--- config.mk ---
export PLATFORM = sky130hd
export DESIGN_NAME = seq_detector_param
export DESIGN_NICKNAME = d
export VERILOG_FILES = /design/src/rtl/seq_detector_param.sv
export SDC_FILE = /design/constraint.sdc
export NUM_CORES = 1
export LEC_CHECK = 0
export CAP_MARGIN = 5
export CORE_AREA = 3 3 40 42
export DETAILED_ROUTE_END_ITERATION = 6
export DIE_AREA = 0 0 43 45
export DONT_BUFFER_PORTS = 1
export HOLD_SLACK_MARGIN = 0.12
export RECOVER_POWER = 25
export SETUP_SLACK_MARGIN = 0.4
export SLEW_MARGIN = 5
export SYNTH_ARGS = -nofsm -noshare
export SYNTH_HDL_FRONTEND = slang
export SYNTH_SLANG_ARGS = --single-unit
--- constraint.sdc ---
create_clock -name i_clk -period 1.55 [get_ports i_clk]
set_clock_uncertainty 0.05 [all_clocks]
set_input_delay 0.31 -clock i_clk [delete_from_list [all_inputs] [get_ports i_clk]]
set_output_delay 0.31 -clock i_clk [all_outputs]
set_load 0.03 [all_outputs]
--- src/rtl/seq_detector_param.sv ---
// seq_detector_param
//   Serial pattern detector with a compile-time pattern. It supports run-time
//   overlap or non-overlap matching, a per-bit valid qualifier, and a
//   saturating match counter.
//
// Ports
//   i_clk          rising-edge clock
//   i_reset        asynchronous active-high reset
//   i_valid        qualifies i_x; unqualified cycles hold the state
//   i_x            serial data bit
//   i_overlap      1 = resume from the pattern border after a match, 0 = restart
//   i_clear        synchronous clear of the state, pulse and counter
//   o_seq_detected registered one-cycle match pulse
//   o_match_count  saturating match count
//   o_state        current matched-prefix length (debug)
module seq_detector_param #(
  parameter int unsigned        p_len     = 4,
  parameter logic [p_len-1:0]   p_pattern = 4'b1001,
  parameter int unsigned        p_cnt_w   = 8
) (
  input  logic                       i_clk,
  input  logic                       i_reset,
  input  logic                       i_valid,
  input  logic                       i_x,
  input  logic                       i_overlap,
  input  logic                       i_clear,
  output logic                       o_seq_detected,
  output logic [p_cnt_w-1:0]         o_match_count,
  output logic [$clog2(p_len)-1:0]   o_state
);

  localparam int unsigned SW = $clog2(p_len);

  // Transition table, two entries per state (indexed by {k, c}).
  // Pattern bit i in arrival order is p_pattern[p_len-1-i].
  // In the final state, the entry for the matching bit is the longest
  // proper border. That entry serves as the overlap resume point.
  function automatic logic [2*p_len*SW-1:0] build_tab();
    logic [2*p_len*SW-1:0] t;
    logic [p_len-1:0]      s;
    int unsigned           res;
    logic                  ok;
    logic                  found;
    t = '0;
    for (int unsigned k = 0; k < p_len; k++) begin
      for (int unsigned c = 0; c < 2; c++) begin
        s = '0;
        for (int unsigned i = 0; i < k; i++) s[i] = p_pattern[p_len-1-i];
        s[k]  = c[0];
        res   = 0;
        found = 1'b0;
        if ((k < p_len - 1) && (c[0] == p_pattern[p_len-1-k])) begin
          res   = k + 1;
          found = 1'b1;
        end
        // Longest proper suffix of s[0..k] that is also a pattern prefix.
        for (int unsigned j = k; j >= 1; j--) begin
          if (!found) begin
            ok = 1'b1;
            for (int unsigned m = 0; m < j; m++) begin
              if (s[k+1-j+m] != p_pattern[p_len-1-m]) ok = 1'b0;
            end
            if (ok) begin
              res   = j;
              found = 1'b1;
            end
          end
        end
        t[(2*k+c)*SW +: SW] = SW'(res);
      end
    end
    return t;
  endfunction

  localparam logic [2*p_len*SW-1:0] TAB    = build_tab();
  localparam logic [SW-1:0]         LAST   = SW'(p_len - 1);
  localparam logic [SW-1:0]         BORDER = TAB[(2*(p_len-1) + int'(p_pattern[0]))*SW +: SW];

  logic [SW-1:0]      tab [2*p_len];
  logic [SW-1:0]      state_q, state_d;
  logic               det_q, det_d;
  logic [p_cnt_w-1:0] cnt_q, cnt_d;

  always_comb begin
    for (int unsigned i = 0; i < 2 * p_len; i++) tab[i] = TAB[i*SW +: SW];
  end

  always_comb begin
    state_d = state_q;
    det_d   = 1'b0;
    cnt_d   = cnt_q;
    if (i_clear) begin
      state_d = '0;
      cnt_d   = '0;
    end else if (i_valid) begin
      if ((state_q == LAST) && (i_x == p_pattern[0])) begin
        det_d   = 1'b1;
        state_d = i_overlap ? BORDER : '0;
        if (cnt_q != '1) cnt_d = cnt_q + 1'b1;
      end else begin
        state_d = tab[{state_q, i_x}];
      end
    end
  end

  always_ff @(posedge i_clk or posedge i_reset) begin
    if (i_reset) begin
      state_q <= '0;
      det_q   <= 1'b0;
      cnt_q   <= '0;
    end else begin
      state_q <= state_d;
      det_q   <= det_d;
      cnt_q   <= cnt_d;
    end
  end

  assign o_seq_detected = det_q;
  assign o_match_count  = cnt_q;
  assign o_state        = state_q;

endmodule

==> results.md <==
Final layout:
- The fill cell total of the finished layout is 111.
- The share of final-layout standard cells stronger than drive strength 1 is 48.0%.
- The number of antenna repair diodes is 0.
- Cells fill 65.0% of the core in the end.
- For this run, the post-layout net count is 83.
- The footprint of the multi-input gates is 334 µm².
- The sequential cell area in the final layout is 285 µm².
- The area growth from synthesis to final layout is 47.8%.

Synthesis:
- Dividing the synthesized area by the synthesized cell count gives 9.92 µm².
- The flip-flop and latch count after synthesis is 11.
- The adder-cell share of the synthesized area is 2.21%.
- The number of enable flip-flop cells after synthesis is 0.
- Of the post-synthesis cell area, the part taken by muxes is 1.77%.
- The area fraction of the dominant cell type after synthesis is 48.7%.
- For this run, the register share of the synthesized area comes to 48.7%.
- The count of distinct cell types in the synthesized netlist is 27.
- The largest family of logic cells by synthesized area is simple AND/OR/NAND/NOR gates.
- The top flip-flop cell by instance count after synthesis is sky130_fd_sc_hd__dfrtp_1.
- The number of synthesis warnings is 0.
- After synthesis the cells add up to 566 µm².
- The fraction of registers with async set/reset is 100%.
- The synthesized-area fraction occupied by ao, oa, aoi and oai cells is 13.5%.
- Sorting the synthesized cells by how often they occur yields sky130_fd_sc_hd__dfrtp_1, sky130_fd_sc_hd__nor2_1, sky130_fd_sc_hd__xor2_1.
- In the synthesized netlist, the number of instances is 57.
- After Yosys synthesis, XOR and XNOR cells account for 9.29% of the synthesized area.
- Counting every net in the synthesized netlist gives 64.
- Sorting the synthesized cells by area gives the leading types as sky130_fd_sc_hd__dfrtp_1, sky130_fd_sc_hd__xor2_1, sky130_fd_sc_hd__nor2_1.
- Summed over all instances, the cell type with the most area after synthesis is sky130_fd_sc_hd__dfrtp_1.
- The simple-gate share of the synthesized area is 21.7%.

Timing:
- The fmax is 763 MHz.
- The number of slew-limit violations in the final report is 0.
- The final clock period utilization by the worst path is 84.6%.
- Measured against its own limit, the worst slew margin works out to 71.3%.
- In the final timing run, aggregate negative setup slack is 0 ns.
- Once routing completed, OpenROAD measured the worst setup slack at 0.239 ns.
- The minimum clock period is 1.31 ns.
- Setup violations remaining at the end of the flow were counted as 0.
- The number of hold violations in the final report is 0.
- At the pin with the least slew margin, the transition time is 0.430 ns.
- Setup repair after global routing could not meet its margin everywhere.

Floorplan:
- The floorplan step defined a die boundary enclosing 0.00194 mm².
- After floorplanning, the core was sized to cover 0.00128 mm².
- Measured along the y axis, the die boundary spans 45 µm.
- The initial cell density of the core is 44.0%.
- The number of primary I/O pins is 17.
- Row generation in the floorplan step produced 13 rows.
- The die is 43 µm wide.

Route:
- Before antenna repair, the detailed router went through 4 iterations.
- The count of nets left with antenna violations once routing finished came out at 0.
- After detailed routing, the average wire length per cell comes to 14.5 µm.
- For this block, the routed nets add up to 1300 µm of wire.
- The average via count per standard cell is 5.48.
- The via count of the routed design is 493.
- For this block, the initial DRC count from the detailed router was 7.
- The post-detailed-route DRC marker count is 0.

Placed design:
- The post-place setup slack is 0.225 ns.
- The count of input and output buffers is 0.
- The last weighted congestion value of the routability-driven placer is 0.694.
- The HPWL after detailed placement is 918 µm.

Power and ir drop:
- The internal power of the cells totals 0.000408 W.
- VDD sags by at most 0.461 mV.
- The clock network burns 36.9% of the power.
- The net load switching power is 0.000117 W.
- Power spread over the standard cell area amounts to 628 mW/mm².
- The power share of the sequential group is 55.8%.
- Net switching is 22.3% of the power.
- The analysis attributes to cell leakage a power of 0.343 nW.
- Combinational logic burns 7.3% of the power.

Setup path:
- The worst-path maximum fanout is 3.
- STA classifies the critical path endpoint as a flop.
- The required time at the worst-slack endpoint is 1.70 ns.
- The slack of the worst reg-to-reg path is 0.24 ns.
- STA classifies the critical path startpoint as a flop.
- At the worst endpoint, the arrival time is 1.46 ns.
- The category of the critical setup timing path is flop to flop.
- The number of buffers and inverters on the critical path is 0.
- The kind of cell with the highest combined delay on the critical path is simple AND/OR/NAND/NOR gates.
- The worst stage delay on the critical path is 0.46 ns.
- Among all stages on the critical path, the largest delay is contributed by sky130_fd_sc_hd__or4_1.
- The signal on the critical path passes through and2_4 > nand2_2 > or4_1 > a21oi_1.

Global route:
- The first global-routing pass estimated 2210 µm of wire.
- The number of antenna violations at the first check in global routing is 0.
- The met2 usage in global routing is 25.4%.
- The global-route track usage on met1 is 17.8%.
- The largest net degree at the start of global routing is 12.
- In the global route stage, overall resource usage came out at 15.4%.
- The overflow left after global routing is 0.
- The via count of the first global-routing pass was 499.
- Global routing consumed, on the met3 layer, 3.59% of the routing resources.
- The most used routing layer is met2.

Clock tree:
- The buffer type at the clock tree root is sky130_fd_sc_hd__clkbuf_4.
- No sink is reached through more buffers than the 2 on the longest clock path.
- TritonCTS built the clock tree.
- The total number of clock tree sinks is 11.
- The hold buffer count at CTS is 1.
- The total number of H-tree levels is 1.
- The clock network latency to the later pin of the worst-skew pair is 0.27 ns.
- Buffers inserted during clock tree synthesis total 3.
- The clock slew seen by the registers of the worst setup and hold paths is 0.07 ns.

Worst hold path:
- The path category of the worst min-delay check is input port to flop.

Status:
- The run finished with clean final reports.

Run:
- The reported max-cap violation count is 0.
state kept, by name, summed over array words and instances (netlist names):
signal and cells:
o_match_count 8, o_seq_detected 1, o_state 2
area by class of cell:
class | instances | share of cell area, %
sequential | 11 | 34.1
tap | 15 | 2.25
multi-input combinational | 42 | 40.0
inverter | 2 | 0.898
timing repair buffer | 16 | 19.6
clock buffer | 4 | 3.14
cells by family (layout without fill, tap and decap cells):
logic type | count (synthesis) | after routing
flops | 11 | 11
mux | 1 | 1
buf+inv | 4 | 22
compound gates | 11 | 11
xor+xnor | 6 | 6
simple gates | 23 | 23
fa+ha+maj | 1 | 1
metrics by stage:
stage	cell area (µm²)	cells	hold WS, ns	total power (W)
finish	836	90	0.0349	0.000525
global route	836	90	0.0193	0.000558
CTS	792	88	0.0341	0.000526
detailed placement	681	80	0.181	0.000324
global placement	681	80	0.178	0.000324
floorplan	596	57	0.112	0.000319
placed cells by master, fill, tap and decap left out:
cell type	synthesis	layout
sky130_fd_sc_hd__inv_1	2	2
sky130_fd_sc_hd__nand2_1	1	1
sky130_fd_sc_hd__xor2_1	6	6
sky130_fd_sc_hd__o21ai_4	0	1
sky130_fd_sc_hd__nor2_1	11	11
sky130_fd_sc_hd__ha_4	0	1
sky130_fd_sc_hd__and3_4	0	2
sky130_fd_sc_hd__dlygate4sd3_1	0	1
sky130_fd_sc_hd__dfrtp_1	11	3
sky130_fd_sc_hd__mux2i_1	1	1
sky130_fd_sc_hd__a311oi_2	0	1
sky130_fd_sc_hd__o21ai_0	2	2
sky130_fd_sc_hd__buf_6	0	9
sky130_fd_sc_hd__buf_4	0	4
sky130_fd_sc_hd__a21oi_1	1	1
sky130_fd_sc_hd__nand2b_4	0	1
sky130_fd_sc_hd__o2111ai_1	1	1
sky130_fd_sc_hd__o31ai_1	1	1
sky130_fd_sc_hd__clkbuf_1	1	1
sky130_fd_sc_hd__dfrtp_2	0	8
sky130_fd_sc_hd__nand4b_1	1	1
sky130_fd_sc_hd__nand4_1	2	2
sky130_fd_sc_hd__or4_1	1	1
sky130_fd_sc_hd__o211ai_1	3	3
sky130_fd_sc_hd__nand3_4	0	1
sky130_fd_sc_hd__and4_2	0	1
sky130_fd_sc_hd__a32oi_1	1	1
sky130_fd_sc_hd__and2_4	1	1
sky130_fd_sc_hd__nand2_2	1	1
sky130_fd_sc_hd__buf_8	0	1
sky130_fd_sc_hd__clkbuf_4	0	4
worst reg2reg max path: stages (launching register included):
cell                      delay, ns
sky130_fd_sc_hd__dfrtp_2       0.39
sky130_fd_sc_hd__and2_4        0.15
sky130_fd_sc_hd__nand2_2       0.04
sky130_fd_sc_hd__or4_1         0.46
sky130_fd_sc_hd__a21oi_1       0.15
per-layer routing:
layer	part of all wire (%)	vias up
met3	5.8	5
met1	45	231
met5	0	-
li1	-	241
met4	2.8	0
met2	46	16
timing repair:
item,4_1_cts,5_1_grt
hold endpoints to repair,22,11
gates resized for setup,13,6
buffers inserted,3,2
setup endpoints to repair,18,19
pin swaps,11,5
power groups by stage:
stage	combinational, W	sequential [W]	clock, W
after global placement	0.0000255	0.000298	0
after floorplan	0.0000143	0.000305	0
final	0.0000383	0.000293	0.000194
after global routing	0.0000424	0.000293	0.000222
after detailed placement	0.0000261	0.000298	0
after CTS	0.0000298	0.000293	0.000203
worst paths after layout:
kind                                       start          endpoint  cells past startpoint
min in group asynchronous                i_reset  o_match_count[6]                      2
worst max-delay path            o_match_count[3]  o_match_count[6]                      4
max in group asynchronous                i_reset  o_match_count[1]                      2
worst min-delay path                     i_clear        o_state[0]                      1
worst min register to register  o_match_count[6]  o_match_count[6]                      2
worst max register to register  o_match_count[3]  o_match_count[6]                      4
Note: power is estimated with default switching activity, not from simulation.
